[config.mk]
export PLATFORM = sky130hd
export DESIGN_NAME = env_write_sched
export DESIGN_NICKNAME = d
export VERILOG_FILES = /design/src/rtl/env_write_sched.sv
export SDC_FILE = /design/constraint.sdc
export NUM_CORES = 1
export LEC_CHECK = 0
export CAP_MARGIN = 20
export CORE_MARGIN = 3
export CORE_UTILIZATION = 45
export DETAILED_ROUTE_END_ITERATION = 10
export PLACE_DENSITY = 0.68
export SYNTH_ARGS = -nofsm -noshare
export SYNTH_HDL_FRONTEND = slang
export SYNTH_SLANG_ARGS = --single-unit
[constraint.sdc]
create_clock -name newLocClock -period 1.9 [get_ports newLocClock]
set_input_delay 0.38 -clock newLocClock [delete_from_list [all_inputs] [get_ports newLocClock]]
set_output_delay 0.38 -clock newLocClock [all_outputs]
set_load 0.02 [all_outputs]
[src/rtl/env_write_sched.sv]
// env_write_sched: serialises agent deposits and periodic decay sweeps onto a
// single read-modify-write port of the environment cell array.
module env_write_sched #(
  parameter int unsigned X_bits      = 10,
  parameter int unsigned Y_bits      = 9,
  parameter int unsigned SIGNAL_bits = 4,
  parameter int unsigned PIXELS_X    = 640,
  parameter int unsigned PIXELS_Y    = 480,
  parameter int unsigned DECAY_STEP  = 1
) (
  input  logic                   newLocClock,
  input  logic                   RESET_SIM,
  input  logic                   dep_valid,
  output logic                   dep_ready,
  input  logic [X_bits-1:0]      dep_X,
  input  logic [Y_bits-1:0]      dep_Y,
  input  logic [SIGNAL_bits-1:0] dep_signal,
  input  logic                   dep_take,
  input  logic                   decay_tick,
  output logic [X_bits-1:0]      lookup_X,
  output logic [Y_bits-1:0]      lookup_Y,
  input  logic [SIGNAL_bits:0]   lookup_data,
  output logic                   write_en,
  output logic [X_bits-1:0]      write_X,
  output logic [Y_bits-1:0]      write_Y,
  output logic [SIGNAL_bits-1:0] write_signal,
  output logic                   write_sugar,
  output logic                   sweep_busy,
  output logic                   decay_overrun
);

  localparam logic [2:0] S_IDLE   = 3'd0;
  localparam logic [2:0] S_DEP_RD = 3'd1;
  localparam logic [2:0] S_DEP_WR = 3'd2;
  localparam logic [2:0] S_SWP_RD = 3'd3;
  localparam logic [2:0] S_SWP_WR = 3'd4;

  localparam logic [SIGNAL_bits-1:0] SIG_MAX = '1;
  localparam logic [SIGNAL_bits-1:0] DECAY   = SIGNAL_bits'(DECAY_STEP);
  localparam logic [X_bits-1:0]      X_LAST  = X_bits'(PIXELS_X - 1);
  localparam logic [Y_bits-1:0]      Y_LAST  = Y_bits'(PIXELS_Y - 1);

  logic [2:0]             state_q, state_d;
  logic [X_bits-1:0]      cap_x_q, cap_x_d;
  logic [Y_bits-1:0]      cap_y_q, cap_y_d;
  logic [SIGNAL_bits-1:0] cap_sig_q, cap_sig_d;
  logic                   cap_take_q, cap_take_d;
  logic                   cap_drop_q, cap_drop_d;
  logic [X_bits-1:0]      cur_x_q, cur_x_d;
  logic [Y_bits-1:0]      cur_y_q, cur_y_d;
  logic [X_bits-1:0]      lookup_x_q, lookup_x_d;
  logic [Y_bits-1:0]      lookup_y_q, lookup_y_d;
  logic                   write_en_q, write_en_d;
  logic [X_bits-1:0]      write_x_q, write_x_d;
  logic [Y_bits-1:0]      write_y_q, write_y_d;
  logic [SIGNAL_bits-1:0] write_sig_q, write_sig_d;
  logic                   write_sugar_q, write_sugar_d;
  logic                   sweep_busy_q, sweep_busy_d;   // sweep pending or in progress
  logic                   sweep_turn_q, sweep_turn_d;
  logic                   overrun_q, overrun_d;

  logic [SIGNAL_bits-1:0] lk_sig;
  logic                   lk_sugar;
  logic [SIGNAL_bits:0]   sat_sum;
  logic [SIGNAL_bits-1:0] dec_sig;

  // Deposits are offered only from IDLE and only when it is not the sweep's turn
  assign dep_ready = (state_q == S_IDLE) && !sweep_turn_q;

  // Next-state, arbitration and read-modify-write datapath
  always_comb begin
    state_d       = state_q;
    cap_x_d       = cap_x_q;
    cap_y_d       = cap_y_q;
    cap_sig_d     = cap_sig_q;
    cap_take_d    = cap_take_q;
    cap_drop_d    = cap_drop_q;
    cur_x_d       = cur_x_q;
    cur_y_d       = cur_y_q;
    lookup_x_d    = lookup_x_q;
    lookup_y_d    = lookup_y_q;
    write_en_d    = 1'b0;
    write_x_d     = write_x_q;
    write_y_d     = write_y_q;
    write_sig_d   = write_sig_q;
    write_sugar_d = write_sugar_q;
    sweep_busy_d  = sweep_busy_q;
    sweep_turn_d  = sweep_turn_q;
    overrun_d     = overrun_q;

    lk_sig   = lookup_data[SIGNAL_bits:1];
    lk_sugar = lookup_data[0];
    sat_sum  = {1'b0, lk_sig} + {1'b0, cap_sig_q};
    dec_sig  = (lk_sig > DECAY) ? (lk_sig - DECAY) : '0;

    if (decay_tick) begin
      if (sweep_busy_q) overrun_d = 1'b1;
      else              sweep_busy_d = 1'b1;
    end

    case (state_q)
      S_IDLE: begin
        if (dep_valid && dep_ready) begin
          cap_x_d    = dep_X;
          cap_y_d    = dep_Y;
          cap_sig_d  = dep_signal;
          cap_take_d = dep_take;
          cap_drop_d = (32'(dep_X) >= 32'(PIXELS_X)) || (32'(dep_Y) >= 32'(PIXELS_Y));
          lookup_x_d = dep_X;
          lookup_y_d = dep_Y;
          state_d    = S_DEP_RD;
        end else if (sweep_busy_q) begin
          lookup_x_d = cur_x_q;
          lookup_y_d = cur_y_q;
          state_d    = S_SWP_RD;
        end
      end
      S_DEP_RD: begin
        state_d = S_DEP_WR;
        if (!cap_drop_q) begin
          write_en_d    = 1'b1;
          write_x_d     = cap_x_q;
          write_y_d     = cap_y_q;
          write_sig_d   = sat_sum[SIGNAL_bits] ? SIG_MAX : sat_sum[SIGNAL_bits-1:0];
          write_sugar_d = lk_sugar & ~cap_take_q;
        end
      end
      S_DEP_WR: begin
        state_d      = S_IDLE;
        sweep_turn_d = sweep_busy_q;
      end
      S_SWP_RD: begin
        state_d       = S_SWP_WR;
        write_en_d    = 1'b1;
        write_x_d     = cur_x_q;
        write_y_d     = cur_y_q;
        write_sig_d   = dec_sig;
        write_sugar_d = lk_sugar;
      end
      S_SWP_WR: begin
        state_d      = S_IDLE;
        sweep_turn_d = 1'b0;
        if (cur_x_q == X_LAST) begin
          cur_x_d = '0;
          if (cur_y_q == Y_LAST) begin
            cur_y_d      = '0;
            sweep_busy_d = 1'b0;
          end else begin
            cur_y_d = cur_y_q + Y_bits'(1);
          end
        end else begin
          cur_x_d = cur_x_q + X_bits'(1);
        end
      end
      default: state_d = S_IDLE;
    endcase
  end

  // State and datapath registers
  always_ff @(posedge newLocClock or negedge RESET_SIM) begin
    if (!RESET_SIM) begin
      state_q       <= S_IDLE;
      cap_x_q       <= '0;
      cap_y_q       <= '0;
      cap_sig_q     <= '0;
      cap_take_q    <= 1'b0;
      cap_drop_q    <= 1'b0;
      cur_x_q       <= '0;
      cur_y_q       <= '0;
      lookup_x_q    <= '0;
      lookup_y_q    <= '0;
      write_en_q    <= 1'b0;
      write_x_q     <= '0;
      write_y_q     <= '0;
      write_sig_q   <= '0;
      write_sugar_q <= 1'b0;
      sweep_busy_q  <= 1'b0;
      sweep_turn_q  <= 1'b0;
      overrun_q     <= 1'b0;
    end else begin
      state_q       <= state_d;
      cap_x_q       <= cap_x_d;
      cap_y_q       <= cap_y_d;
      cap_sig_q     <= cap_sig_d;
      cap_take_q    <= cap_take_d;
      cap_drop_q    <= cap_drop_d;
      cur_x_q       <= cur_x_d;
      cur_y_q       <= cur_y_d;
      lookup_x_q    <= lookup_x_d;
      lookup_y_q    <= lookup_y_d;
      write_en_q    <= write_en_d;
      write_x_q     <= write_x_d;
      write_y_q     <= write_y_d;
      write_sig_q   <= write_sig_d;
      write_sugar_q <= write_sugar_d;
      sweep_busy_q  <= sweep_busy_d;
      sweep_turn_q  <= sweep_turn_d;
      overrun_q     <= overrun_d;
    end
  end

  assign lookup_X      = lookup_x_q;
  assign lookup_Y      = lookup_y_q;
  assign write_en      = write_en_q;
  assign write_X       = write_x_q;
  assign write_Y       = write_y_q;
  assign write_signal  = write_sig_q;
  assign write_sugar   = write_sugar_q;
  assign sweep_busy    = sweep_busy_q;
  assign decay_overrun = overrun_q;

endmodule

==> Word-level counts from Yosys, hierarchy flattened <==
Cells that the tools add are included.
{ "word_totals": {"register_bits": 94, "in_bits": 33, "out_inout_bits": 47} }
{ "op_classes": {"n_addsub": 4, "n_lt_le_gt_ge": 3, "n_eq_ne": 8, "muxes": 26, "bitwise_logic": 2, "reduce_logical": 13} }
{ "op_table": {"columns": ["op", "n"], "rows": [
  ["$mux W10", 4],
  ["$mux W9", 4],
  ["$pmux W10 S2", 1],
  ["$pmux W9 S2", 1],
  ["$mux W4", 3],
  ["$add A10 B1 Y10 const B", 1],
  ["$eq A10 B10 Y1 const B", 1],
  ["$ge A10 B10 Y1 const B", 1],
  ["$reduce_and A2 Y1", 5],
  ["$add A9 B1 Y9 const B", 1],
  ["$eq A9 B9 Y1 const B", 1],
  ["$ge A9 B9 Y1 const B", 1],
  ["$pmux W3 S3", 1],
  ["$pmux W4 S2", 1],
  ["$eq A3 B2 Y1 const B", 2],
  ["$mux W1", 6],
  ["$mux W3", 2],
  ["$pmux W1 S2", 3],
  ["$reduce_bool A2 Y1", 3],
  ["$add A4 B4 Y5", 1],
  ["$gt A4 B1 Y1 const B", 1],
  ["$sub A4 B1 Y4 const B", 1],
  ["$eq A3 B1 Y1 const B", 1],
  ["$eq A3 B3 Y1 const B", 1],
  ["8 further kinds", 9]
]} }

==> Longest topological paths before layout <==
{ "logic_depth": {"ltp_word": 5, "depth_mapped": 7, "ltp_nobuf": 7} }

==> Worst setup path before layout <==
No wires, ideal clock.
{ "synth_path": {"path_type": "register to register", "start": "register state_q[1]", "end": "register lookup_y_q[2] (netlist: lookup_Y[2])", "setup_ps": 128, "t_arrival_ps": 2031, "required_ps": 1772, "setup_slack_ps": -259, "stages_incl_launch_ff": 7, "path_buffers": 3, "period_less_slack_ps": 2159, "path_cell_list": "dfrtp_1 -> buf_2 -> nor4_1 -> and2_1 -> buf_2 -> buf_2 -> o21ai_0"} }
{ "synth_between": {"elab_chain_len": 5, "word_cells_on_any_way": 6, "cone_classes": "1 x mux; 5 x reduce/logical"} }
{ "synth_rtl": {"columns": ["item", "line_no", "rtl"], "rows": [
  ["start: declaration", "43", "logic [2:0] state_q, state_d;"],
  ["start signal: assignment", "181", "state_q <= state_d;"],
  ["$logic_not A3 Y1 *", "68", "assign dep_ready = (state_q == S_IDLE) && !sweep_turn_q;"],
  ["$logic_and A1 B1 Y1 *", "68", null],
  ["net dep_ready", "14", "output logic dep_ready,"],
  ["$logic_and A1 B1 Y1 *", "103", "if (dep_valid && dep_ready) begin"],
  ["$reduce_bool A2 Y1 (no line)", null, null],
  ["$reduce_and A2 Y1 (no line)", null, null],
  ["end signal: assignment", "190", "lookup_y_q <= lookup_y_d;"],
  ["end: declaration", "52", "logic [Y_bits-1:0] lookup_y_q, lookup_y_d;"]
]} }
Mark *: on every way through the listed nets, which the timed path passes. The rest lies on a longest branch.
A chain may end at the register's enable or synchronous reset.

==> Worst setup path in the final report <==
{ "layout_path": {"start": "register sweep_busy_q (netlist: sweep_busy)", "end": "output port sweep_busy"} }
{ "layout_lines": {"columns": ["item", "line_no", "rtl"], "rows": [
  ["start: declaration", "58", "logic sweep_busy_q, sweep_busy_d;"],
  ["start signal: assignment", "196", "sweep_busy_q <= sweep_busy_d;"],
  ["end: declaration", "28", "output logic sweep_busy,"]
]} }
No word-level cell between the ends.

==> flow_metrics.py <==
metrics = {
    "clock_network": {
        "cts_setup_buffers": 0,
        "cts_num_sinks": 94,
        "cts.htree.levels": 3,
        "cts_hold_buffers": 0,
        "clock_tree.root_cell": "sky130_fd_sc_hd__clkbuf_8",
        "cts_tree": "done",
        "tritoncts.num_buffers": 9,
        "clkSlewWorstSetupHoldPaths_ns": 0.10,
        "clockBufferDepth": 2,
        "worstSkewPairLatency_ns": 0.35,
    },
    "yosys": {
        "synth.cell_area_um2": 4204,
        "yosysSeqAreaShare": 0.5595,
        "syn_inst": 421,
        "async_reset_ff_frac": 1.000,
        "number_of_enable_type_register_cells_in_the_synthesized_netlist": 0,
        "synthDistinctLibCells": 46,
        "count_of_yosys_warnings_during_synthesis": 0,
        "syn-mean-instance-area_um2": 9.986,
        "synth-main-ff-cell": "sky130_fd_sc_hd__dfrtp_1",
        "synth.net_count": 463,
        "ys_ff_latch": 94,
    },
    "layout": {
        "most-common-layout-cells": "sky130_fd_sc_hd__nand2_1, sky130_fd_sc_hd__dfrtp_1, sky130_fd_sc_hd__clkdlybuf4s50_1, sky130_fd_sc_hd__o21ai_0, sky130_fd_sc_hd__buf_4",
        "n_antenna_cell": 0,
        "final_util": 0.6202,
        "final_layout_size_suffix_gt1_frac": 0.1143,
        "flow.area_growth_from_synthesis_pct": 31.16,
        "layout.nets": 562,
        "final_area_um2": 5514,
        "mostFrequentLayoutCell": "sky130_fd_sc_hd__nand2_1",
    },
    "power": {
        "ir_drop_mv": 0.8856,
        "power_density_nw_per_um2": 1479,
        "finalPower_uw": 8156,
        "p_leak_uw": 0.002550,
    },
    "timing": {
        "finalHoldViolations": 0,
        "max_slew.worst_pin.slew_ns": 0.4982,
        "whs_ns": 0.05001,
        "maxSlewHeadroom": 0.6679,
        "fmax_mhz": 550.7,
        "final_min_period_over_clock_period": 0.9558,
        "fin_skew_ns": 0.01182,
        "post-route-min-period_ns": 1.816,
        "rsz0062_at_grt": "false",
        "final-max-slew-violation-count": 0,
        "setup-violations-final": 0,
        "final.setup.worst_slack_ns": 0.08400,
    },
    "critical_path": {
        "cp_max_fo": 6,
        "cp_data_required_time_ns": 1.52,
        "start_kind": "register",
        "critPathKind": "reg2out",
        "number_of_buffers_and_inverters_on_the_critical_path": 1,
        "cpMaxStageDelayCell": "sky130_fd_sc_hd__clkdlybuf4s50_1",
        "slowest_stage_delay_on_critical_path_ns": 0.65,
        "worstPathArrival_ns": 1.44,
        "timing.critical_path.cells": "clkdlybuf4s50_1",
        "end_kind": "primary output",
        "path_delay_family": "buffers and inverters",
    },
    "detailed_routing": {
        "routed_wl_um": 9972,
        "ant_nets": 0,
        "detail_route.iter0.violations": 113,
        "routed_via_density": 5.359,
        "wire_per_inst_um": 15.75,
        "drt_first_pass_iters": 4,
        "vias": 3392,
        "drcViolationCount": 0,
    },
    "global_routing": {
        "grt_max_degree": 95,
        "gr-total-overflow": 0,
        "grt_first_pass_wirelength_um": 16730,
        "antenna_found_initial": 0,
        "gr-usage-all-layers": 0.2044,
        "first_global_vias": 3403,
    },
    "worst_hold_path": {
        "worstHoldPathType": "in2async",
    },
    "floorplan": {
        "floorplan.io_pins": 80,
        "initial_core_util": 0.4728,
        "num_rows": 34,
        "design.die.area_um2": 10540,
        "die_h_um": 102.7,
        "core_area_um2": 8891,
        "die_w_um": 102.7,
    },
    "job": {
        "cap_viol_max_count": 0,
    },
    "placement": {
        "hpwl_um": 7190,
        "placedInstanceArea_um2": 5328,
        "place_ws_ns": -0.3876,
        "final_replace_weighted_congestion": 0.8234,
        "count_of_input_and_output_buffers": 79,
    },
    "status": {
        "outcome": "completed",
    },
}
final timing paths:
check,start,endpoint,slack (ns),cells past startpoint
max in group asynchronous,RESET_SIM,state_q[0],1.45,2
setup / recovery,sweep_busy,sweep_busy,0.08,1
setup reg to reg,cur_y_q[1],cur_y_q[5],0.15,5
hold / removal,RESET_SIM,write_Y[4],0.05,2
min in group newLocClock,decay_overrun,decay_overrun,0.48,1
hold reg to reg,decay_overrun,decay_overrun,0.48,1
Yosys cell counts (all sizes together) (3+ instances only):
library cell,instances,area (um2)
o21ai,49,245.2
xnor2,8,70.07
nand3,6,30.03
a21o,4,30.03
nand4,6,52.55
nand2,105,394.1
mux2i,21,210.2
nor3,7,35.03
and2,5,31.28
inv,10,37.54
o22ai,20,125.1
and3,4,25.02
buf,8,42.54
ha,8,100.1
a21oi,9,45.04
nor3b,3,33.78
dfrtp,94,2352
and4,3,26.28
clkbuf,14,52.55
nor2,9,33.78
kinds of logic after synthesis:
| group | share of synthesized area |
|---|---|
| mux | 0.05268 |
| buf+inv | 0.03155 |
| flops | 0.5595 |
| fa+ha+maj | 0.02857 |
| compound gates | 0.1271 |
| xor+xnor | 0.02083 |
| simple gates | 0.1798 |
final cells by class:
class	instances	area (um2)
Clock buffer	10	137.6
Clock inverter	6	46.29
Fill cell	778	3377
Inverter	10	37.54
Multi-Input combinational cell	295	1739
Sequential cell	94	2352
Tap cell	108	135.1
Timing Repair Buffer	110	1066
power by group:
group          switching (uW)  internal [uW]  total (uW)
Sequential                421           2710        3130
Combinational            2030           1780        3810
Clock                     700            518        1220
Total                    3150           5000        8160
stage by stage:
step / cells / setup TNS [ns]
final: 633 / 0
after global routing: 633 / 0
after CTS: 633 / 0
after detailed placement: 617 / -1.308
after global placement: 617 / -1.124
after floorplan: 421 / 0
state kept, by name, summed over array words and instances (netlist names), 9 cells and up:
register,cells
cur_x_q,10
cap_y_q,9
write_X,10
cap_x_q,10
lookup_X,10
cur_y_q,9
write_Y,9
lookup_Y,9
layer usage:
| layer | track usage | wire length, um |
|---|---|---|
| met1 | 0.2807 | 4725 |
| met2 | 0.3282 | 4602 |
| met3 | 0.03383 | 428 |
| met4 | 0.07568 | 215 |
| met5 | 0 | 0 |
timing repair:
action / in CTS / in global routing
gates resized for setup: 2 / 6
pin swaps: 0 / 1
setup endpoints to repair: 1 / 5
No activity file was read; power rests on OpenSTA's default activity.
